==> src/rtl/spi_pkg.sv <==
// Shared SPI definitions: mode decode, byte geometry and link FSM states.
package spi_pkg;

    localparam int c_BITS_PER_BYTE = 8;

    typedef enum logic {
        IDLE   = 1'b0,
        ACTIVE = 1'b1
    } spi_state_t;

    // Clock polarity: modes 2 and 3 idle SCLK high.
    function automatic logic cpol(input int mode);
        return (mode >= 32'sd2);
    endfunction

    // Clock phase: odd modes sample on the trailing edge.
    function automatic logic cpha(input int mode);
        return ((mode % 32'sd2) == 32'sd1);
    endfunction

endpackage

==> src/rtl/spi_input_sync.sv <==
// Brings one asynchronous pin into the i_CLK domain and flags its edges.
module spi_input_sync #(
    parameter logic c_RESET_VAL = 1'b0
) (
    input  logic i_CLK,
    input  logic i_RESET_n,
    input  logic pin_i,
    output logic level_o,
    output logic rise_o,
    output logic fall_o
);

    logic meta_q;
    logic sync_q;
    logic hist_q;

    // Two-stage synchronizer followed by a history flop for edge detection.
    always_ff @(posedge i_CLK or negedge i_RESET_n) begin
        if (!i_RESET_n) begin
            meta_q <= c_RESET_VAL;
            sync_q <= c_RESET_VAL;
            hist_q <= c_RESET_VAL;
        end else begin
            meta_q <= pin_i;
            sync_q <= meta_q;
            hist_q <= sync_q;
        end
    end

    assign level_o = sync_q;
    assign rise_o  = sync_q & ~hist_q;
    assign fall_o  = ~sync_q & hist_q;

endmodule

==> src/rtl/spi_slave.sv <==
// SPI responder: oversampled pins, byte-wide TX holding register and RX output.
module spi_slave
    import spi_pkg::*;
#(
    parameter int         c_SPI_MODE  = 3,
    parameter logic [7:0] c_IDLE_BYTE = 8'hFF
) (
    input  logic       i_CLK,
    input  logic       i_RESET_n,
    input  logic [7:0] i_TX_BYTE,
    input  logic       i_TX_DV,
    output logic       o_TX_READY,
    output logic       o_TX_UNDERRUN,
    output logic       o_RX_DV,
    output logic [7:0] o_RX_BYTE,
    input  logic       i_SPI_CLK,
    input  logic       i_SPI_CS_n,
    input  logic       i_SPI_MOSI,
    output logic       o_SPI_MISO,
    output logic       o_SPI_MISO_EN
);

    localparam logic c_CPOL = cpol(c_SPI_MODE);
    localparam logic c_CPHA = cpha(c_SPI_MODE);
    localparam int   c_CNT_W = $clog2(c_BITS_PER_BYTE);
    localparam logic [c_CNT_W-1:0] c_LAST_BIT = c_CNT_W'(c_BITS_PER_BYTE - 1);
    localparam logic [c_CNT_W-1:0] c_CNT_ZERO = {c_CNT_W{1'b0}};

    logic sclk_level_s, sclk_rise_s, sclk_fall_s;
    logic cs_level_s, cs_rise_s, cs_fall_s;
    logic mosi_level_s, mosi_rise_s, mosi_fall_s;
    logic leading_s, trailing_s, sample_s, shift_s, load_s;
    logic unused_s;

    spi_state_t        state_q, state_d;
    logic [c_CNT_W-1:0] bit_cnt_q, bit_cnt_d;
    logic [7:0]        rx_shift_q, rx_shift_d;
    logic [7:0]        tx_shift_q, tx_shift_d;
    logic [7:0]        hold_q, hold_d;
    logic              hold_empty_q, hold_empty_d;
    logic [7:0]        rx_byte_q, rx_byte_d;
    logic              rx_dv_q, rx_dv_d;
    logic              underrun_q, underrun_d;
    logic              miso_q, miso_d;
    logic              miso_en_q, miso_en_d;

    spi_input_sync #(.c_RESET_VAL(c_CPOL)) u_sclk_sync (
        .i_CLK(i_CLK), .i_RESET_n(i_RESET_n), .pin_i(i_SPI_CLK),
        .level_o(sclk_level_s), .rise_o(sclk_rise_s), .fall_o(sclk_fall_s)
    );

    spi_input_sync #(.c_RESET_VAL(1'b1)) u_cs_sync (
        .i_CLK(i_CLK), .i_RESET_n(i_RESET_n), .pin_i(i_SPI_CS_n),
        .level_o(cs_level_s), .rise_o(cs_rise_s), .fall_o(cs_fall_s)
    );

    spi_input_sync #(.c_RESET_VAL(1'b0)) u_mosi_sync (
        .i_CLK(i_CLK), .i_RESET_n(i_RESET_n), .pin_i(i_SPI_MOSI),
        .level_o(mosi_level_s), .rise_o(mosi_rise_s), .fall_o(mosi_fall_s)
    );

    // Only the MOSI level and the CS/SCLK transitions drive the datapath.
    assign unused_s = ^{sclk_level_s, cs_level_s, mosi_rise_s, mosi_fall_s};

    // Leading edge leaves the idle level; CPHA picks which edge samples.
    assign leading_s  = c_CPOL ? sclk_fall_s : sclk_rise_s;
    assign trailing_s = c_CPOL ? sclk_rise_s : sclk_fall_s;
    assign sample_s   = c_CPHA ? trailing_s : leading_s;
    assign shift_s    = c_CPHA ? leading_s  : trailing_s;

    // Next-state logic for the link FSM, shift registers and fabric handshakes.
    always_comb begin
        state_d      = state_q;
        bit_cnt_d    = bit_cnt_q;
        rx_shift_d   = rx_shift_q;
        tx_shift_d   = tx_shift_q;
        hold_d       = hold_q;
        hold_empty_d = hold_empty_q;
        rx_byte_d    = rx_byte_q;
        rx_dv_d      = 1'b0;
        underrun_d   = 1'b0;
        miso_d       = miso_q;
        miso_en_d    = miso_en_q;
        load_s       = 1'b0;

        if (i_TX_DV && hold_empty_q) begin
            hold_d       = i_TX_BYTE;
            hold_empty_d = 1'b0;
        end else begin
            hold_d = hold_q;
        end

        case (state_q)
            IDLE: begin
                if (cs_fall_s) begin
                    state_d    = ACTIVE;
                    miso_en_d  = 1'b1;
                    bit_cnt_d  = c_CNT_ZERO;
                    rx_shift_d = 8'h00;
                    load_s     = ~c_CPHA;
                end else begin
                    miso_en_d = 1'b0;
                end
            end
            ACTIVE: begin
                if (cs_rise_s) begin
                    // Frame aborted or finished: drop any partial byte.
                    state_d    = IDLE;
                    miso_en_d  = 1'b0;
                    bit_cnt_d  = c_CNT_ZERO;
                    rx_shift_d = 8'h00;
                end else if (sample_s) begin
                    rx_shift_d = {rx_shift_q[6:0], mosi_level_s};
                    if (bit_cnt_q == c_LAST_BIT) begin
                        bit_cnt_d = c_CNT_ZERO;
                        rx_byte_d = {rx_shift_q[6:0], mosi_level_s};
                        rx_dv_d   = 1'b1;
                    end else begin
                        bit_cnt_d = bit_cnt_q + 1'b1;
                    end
                end else if (shift_s) begin
                    // A zero count at a shift edge marks a byte boundary.
                    if (bit_cnt_q == c_CNT_ZERO) begin
                        load_s = 1'b1;
                    end else begin
                        tx_shift_d = {tx_shift_q[6:0], 1'b0};
                        miso_d     = tx_shift_q[6];
                    end
                end else begin
                    state_d = ACTIVE;
                end
            end
            default: begin
                state_d   = IDLE;
                miso_en_d = 1'b0;
            end
        endcase

        if (load_s) begin
            if (!hold_empty_q) begin
                tx_shift_d   = hold_q;
                hold_empty_d = 1'b1;
            end else if (i_TX_DV) begin
                // Byte arriving on the load cycle bypasses the holding register.
                tx_shift_d   = i_TX_BYTE;
                hold_empty_d = 1'b1;
            end else begin
                tx_shift_d = c_IDLE_BYTE;
                underrun_d = 1'b1;
            end
            miso_d = tx_shift_d[7];
        end else begin
            underrun_d = 1'b0;
        end
    end

    // State and output registers.
    always_ff @(posedge i_CLK or negedge i_RESET_n) begin
        if (!i_RESET_n) begin
            state_q      <= IDLE;
            bit_cnt_q    <= c_CNT_ZERO;
            rx_shift_q   <= 8'h00;
            tx_shift_q   <= 8'h00;
            hold_q       <= 8'h00;
            hold_empty_q <= 1'b1;
            rx_byte_q    <= 8'h00;
            rx_dv_q      <= 1'b0;
            underrun_q   <= 1'b0;
            miso_q       <= 1'b0;
            miso_en_q    <= 1'b0;
        end else begin
            state_q      <= state_d;
            bit_cnt_q    <= bit_cnt_d;
            rx_shift_q   <= rx_shift_d;
            tx_shift_q   <= tx_shift_d;
            hold_q       <= hold_d;
            hold_empty_q <= hold_empty_d;
            rx_byte_q    <= rx_byte_d;
            rx_dv_q      <= rx_dv_d;
            underrun_q   <= underrun_d;
            miso_q       <= miso_d;
            miso_en_q    <= miso_en_d;
        end
    end

    assign o_TX_READY    = hold_empty_q;
    assign o_TX_UNDERRUN = underrun_q;
    assign o_RX_DV       = rx_dv_q;
    assign o_RX_BYTE     = rx_byte_q;
    assign o_SPI_MISO    = miso_q;
    assign o_SPI_MISO_EN = miso_en_q;

endmodule

==> config.mk <==
export PLATFORM = sky130hd
export DESIGN_NAME = spi_slave
export DESIGN_NICKNAME = d
export VERILOG_FILES = /design/src/rtl/spi_pkg.sv /design/src/rtl/spi_input_sync.sv /design/src/rtl/spi_slave.sv
export SDC_FILE = /design/constraint.sdc
export NUM_CORES = 1
export LEC_CHECK = 0
export BUFFER_PORTS_ARGS = -buffer_cell sky130_fd_sc_hd__buf_4
export CAP_MARGIN = 25
export CORE_MARGIN = 4
export CORE_UTILIZATION = 60
export CTS_CLUSTER_SIZE = 16
export DETAILED_ROUTE_END_ITERATION = 12
export PLACE_DENSITY = 0.88
export REMOVE_ABC_BUFFERS = 1
export SETUP_SLACK_MARGIN = 0.1
export SLEW_MARGIN = 10
export SYNTH_ARGS = -nofsm -noshare
export SYNTH_HDL_FRONTEND = slang
export SYNTH_SLANG_ARGS = --single-unit
==> constraint.sdc <==
create_clock -name i_CLK -period 3.5 [get_ports i_CLK]
set_clock_uncertainty 0.2 [all_clocks]
set_input_delay 0.7 -clock i_CLK [delete_from_list [all_inputs] [get_ports i_CLK]]
set_output_delay 0.7 -clock i_CLK [all_outputs]
set_load 0.02 [all_outputs]
## Yosys cells after proc, flatten, opt, wreduce, memory -nomap -nowiden

Cells that the tools add are included.

- Register bits: 47
- Latch bits: 0
- RAM bits: 0
- ROM bits: 0
- Bits of input ports: 14
- Output and inout bits: 13
- Logic and storage cells: 88
- Memories kept: 0

- Add/subtract/negate cells: 1
- Multiply operators: 0
- Div/mod/pow operators: 0
- Magnitude comparators: 0
- Eq/ne operators: 7
- Shift operators: 0
- Muxes and demuxes: 44
- Bitwise operators: 10
- Reduce and logical (&&, ||, !) cells: 7

Operators with widths:

| kind | number |
|---|---|
| $mux W7 | 9 |
| $mux W1 | 24 |
| $mux W8 | 2 |
| $pmux W7 S2 | 1 |
| $mux W3 | 4 |
| $ne A2 B2 Y1 const B | 3 |
| $not A1 Y1 | 6 |
| $pmux W1 S2 | 3 |
| $pmux W3 S2 | 1 |
| $reduce_and A5 Y1 | 1 |
| $and A1 B1 Y1 | 4 |
| $ne A2 B1 Y1 const B | 2 |
| $reduce_and A4 Y1 | 1 |
| $reduce_bool A2 Y1 | 2 |
| $add A3 B1 Y3 const B | 1 |
| $eq A3 B3 Y1 const B | 1 |
| $logic_not A3 Y1 | 1 |
| $ne A3 B3 Y1 const B | 1 |
| $reduce_and A2 Y1 | 1 |
| $logic_and A1 B1 Y1 | 1 |

## Depth between registers and ports, before layout

- Word-level depth: 8
- Gate-level depth with buffers: 6
- Gate-level depth less buffers: 6

## Cells and area by module

Synthesis repeated with hierarchy kept, for this count alone.

- Cell total of the unflattened synthesis: 143
- Area total of the unflattened synthesis: 1945.6 um^2

By module, submodules not included:

| module | instances | cells an instance | area each (um^2) | sequential area each (um^2) |
|---|---|---|---|---|
| spi_slave | 1 | 128 | 1667.8 | 977.2 |
| spi_input_sync (u_cs_sync ...) | 2 | 5 | 93.8 | 78.8 |
| spi_input_sync (u_mosi_sync) | 1 | 5 | 90.1 | 75.1 |

## Worst setup path after synthesis

Ideal clock, no wire load.

- Kind: reg-to-reg
- Start: reg u_sclk_sync.sync_q (netlist: u_sclk_sync.level_o)
- End: reg bit_cnt_q[0]
- Library setup time: 0.125 ns
- Arrival: 1.458 ns
- Required time: 3.175 ns
- Slack: 1.716 ns
- Cell stages (with the launch flop): 6
- Buffers on the path: 1
- Period minus slack after synthesis: 1.784 ns
- Cells stage by stage: dfstp_2 nor2b_2 buf_6 and3b_1 nor2_4 mux2_4

- Cells in the longest elaborated chain, start to end: 3

RTL lines:

| what | RTL line | text |
|---|---|---|
| start, declared | spi_input_sync.sv:14 | `logic sync_q;` |
| start signal, assigned | spi_input_sync.sv:21 | `sync_q <= c_RESET_VAL;` |
| start signal, assigned | spi_input_sync.sv:25 | `sync_q <= meta_q;` |
| $and A1 B1 Y1 | spi_input_sync.sv:31 | `assign rise_o = sync_q & ~hist_q;` |
| $ne A3 B3 Y1 (no source line) | -- |  |
| $reduce_and A2 Y1 (no source line) | -- |  |
| end signal, assigned | spi_slave.sv:161 | `bit_cnt_q <= c_CNT_ZERO;` |
| end signal, assigned | spi_slave.sv:173 | `bit_cnt_q <= bit_cnt_d;` |
| end, declared | spi_slave.sv:36 | `logic [c_CNT_W-1:0] bit_cnt_q, bit_cnt_d;` |

No other way between the ends.
A chain may end at the register's enable or synchronous reset.

## Worst setup path after layout

- Start: reg u_cs_sync.hist_q
- End: reg rx_byte_q[0] (netlist: o_RX_BYTE[0])

- Cells in the longest elaborated chain, start to end: 4

RTL lines:

| what | RTL line | text |
|---|---|---|
| start, declared | spi_input_sync.sv:15 | `logic hist_q;` |
| start signal, assigned | spi_input_sync.sv:22 | `hist_q <= c_RESET_VAL;` |
| start signal, assigned | spi_input_sync.sv:26 | `hist_q <= sync_q;` |
| $not A1 Y1 | spi_input_sync.sv:31 |  |
| $and A1 B1 Y1 | spi_input_sync.sv:31 |  |
| $not A1 Y1 (no source line) | -- |  |
| $reduce_and A4 Y1 (no source line) | -- |  |
| end signal, assigned | spi_slave.sv:178 | `rx_byte_q <= rx_byte_d;` |
| end, declared | spi_slave.sv:41 | `logic [7:0] rx_byte_q, rx_byte_d;` |

No other way between the ends.

==> metrics.txt <==
library cells used by synthesis 32; chip height about 65 µm; DR iter-0 viols 52; Skew-Pair Late Insertion Delay 0.36 ns; clk buf depth 2; worst-margin pin slew roughly 0.58 ns; Hold Path Class input port to async pin; WS Path Type flip-flop to flip-flop; fin crit period 2.148 ns; clock root buffer clkbuf_4; post-layout net count 210; utilization after layout around 71%; VDD IR max a little over 0.3 mV; syn avg cell area between 10 and 15 µm²; CTS tree yes; commonest cells after routing, fill and taps aside dfrtp_1 (40), buf_4 (26), o21ai_0 (24); vias in the first global route 1,298; outcome finished clean; Setup TNS Final 0 ns; Buffers & Inverters on Critical Path 0; RSZ-0062 raised after global routing no; WL per Instance 14.69 µm; Max Clk Rate around 0.47 GHz; final hold vios 0; Sink Count 47; fillers 228; H-tree depth 2; initial core utilization 62.80%; Pleak 1.011 nW; Via density ~5.5; Worst EP arrival 2.21 ns; final setup fails 0; Clk pin slew, worst setup/hold paths 0.13 ns; post-synthesis sequential area ratio 61.29%; most common cell after layout, fill and taps aside dfrtp_1; antenna-violating nets left 0; DP HPWL ~2400 µm; DRC 0; diode count 0; Startpoint Class flip-flop; Cell Pwr Density 553.7 mW/mm²; slowest cell on the critical path dfstp_2; synthesized flop and latch total 47; Syn-to-layout area delta 13.59%; first-pass GRT wire length between 5000 and 6000 µm; synthesized cell area 0.001933 mm²; CTS Buf Count 5; worst-path fanout max 16; layout cells sized above 1 26.80%; initial antenna violation count 0; Final Cell Area ~0.0022 mm²; Placed Area 0.002147 mm²; max_cap viols 0; Crit path depth 3; Die X-Extent between 60 and 70 µm; worst path cell trace nand2b_1 -> nand4_2 -> mux2_2; routability cong. 0.7982; port bufs 26; Max Slew Vio Count 0; family with the most delay on the worst path simple AND/OR/NAND/NOR gates; Resize count post-CTS 0; WP data required about 3.6 ns; R2R Setup Slk about 1.4 ns; pin count of the biggest net entering global routing 48; Core ar. 0.003078 mm²; Total Die Area 0.004194 mm²; routed via count 1,311; post-synthesis cell count 167; slowest stage delay, CP 0.58 ns; Pre-antenna DRT Iters 4; postcts setup bufs 0; normalized max-slew margin 61.41%; Ports 27; GR Overflow Total 0; cells on worst reg2reg path 3; hold buffer count at cts 0; Total Routing Usage GR 18.40%; Final period util 61.38%; synthesis warning total 0; Crit. End Element flip-flop; routed wire length 3496 µm; # rows 20
==> registers in the layout, indices dropped and copies added, names as in the netlist, 3 cells and up <==
name and flops:
hold_q 8, o_RX_BYTE 8, rx_shift_q 7, tx_shift_q 7, bit_cnt_q 3
==> synth_stat cells <==
library cell	count	area, µm²
a21oi_1	5	25.02
a31oi_1	1	6.260
and3_1	1	6.260
and3b_1	1	8.760
and4b_1	1	10.01
and4bb_2	1	12.51
buf_2	2	10.01
buf_6	1	11.26
clkbuf_1	4	15.01
dfrtp_1	40	1001
dfstp_2	7	183.9
ha_1	3	37.54
inv_1	13	48.80
maj3_1	1	10.01
mux2_2	9	101.4
mux2_4	1	15.01
mux2i_1	2	20.02
nand2_1	17	63.81
nand2b_1	2	12.51
nand3_1	2	10.01
nand4_1	8	50.05
nand4_2	1	12.51
nand4b_1	2	17.52
nand4bb_1	1	11.26
nor2_1	4	15.01
nor2_4	1	11.26
nor2b_2	1	8.760
nor3_1	1	5.000
o21ai_0	24	120.1
o221ai_1	2	17.52
o22a_1	2	17.52
o22ai_1	6	37.54
==> final timing paths <==
| kind | start | endpoint |
|---|---|---|
| max in group asynchronous | i_RESET_n | u_cs_sync.level_o |
| hold / removal | i_RESET_n | o_TX_UNDERRUN |
| hold reg to reg | u_sclk_sync.meta_q | u_sclk_sync.level_o |
| min in group i_CLK | u_sclk_sync.meta_q | u_sclk_sync.level_o |
| setup / recovery | u_cs_sync.hist_q | o_RX_BYTE[0] |
| setup reg to reg | u_cs_sync.hist_q | o_RX_BYTE[0] |
==> cells by family after synthesis <==
kind of cell,share of synthesized area [%]
compound gates,11.59
fa+ha+maj,2.460
buf+inv,4.401
flops,61.29
mux,7.055
simple gates,13.20
==> power by group <==
part           leakage, nW  total [mW]  switching [mW]  internal, mW
clock network       0.0265       0.240           0.160        0.0803
logic                0.393       0.253           0.120         0.133
registers            0.591       0.723          0.0713         0.652
total                 1.01        1.22           0.351         0.865
==> per-stage QoR <==
step	setup slack [ns]	cells	hold slack, ns	total power [mW]
floorplan	1.642	160	0.1312	0.8941
global placement	1.472	230	0.1368	0.9615
detailed placement	1.394	230	0.1411	0.9862
CTS	1.355	238	0.1310	1.219
global route	1.205	238	0.1454	1.287
finish	1.352	238	0.1158	1.216
==> metal layers <==
metal / part of all wire [%] / vias to the layer above / routed length [µm] / track usage, %
li1: - / 633 / - / -
met1: 45 / 643 / 1571 / 23.14
met2: 48 / 30 / 1687 / 29.37
met3: 5.3 / 5 / 187 / 6.239
met4: 1.5 / 0 / 51 / 7.124
met5: 0 / - / 0 / 0
==> final cells by class <==
type / instances / area, µm² / area share, %
flip-flops and latches: 47 / 1185 / 53.96
repair buffers: 26 / 195.2 / 8.889
inverters: 13 / 48.80 / 2.222
clock buffers: 8 / 48.80 / 2.222
multi-input cells: 100 / 663.1 / 30.20
well taps: 44 / 55.05 / 2.507
No activity file was read; power rests on OpenSTA's default activity.
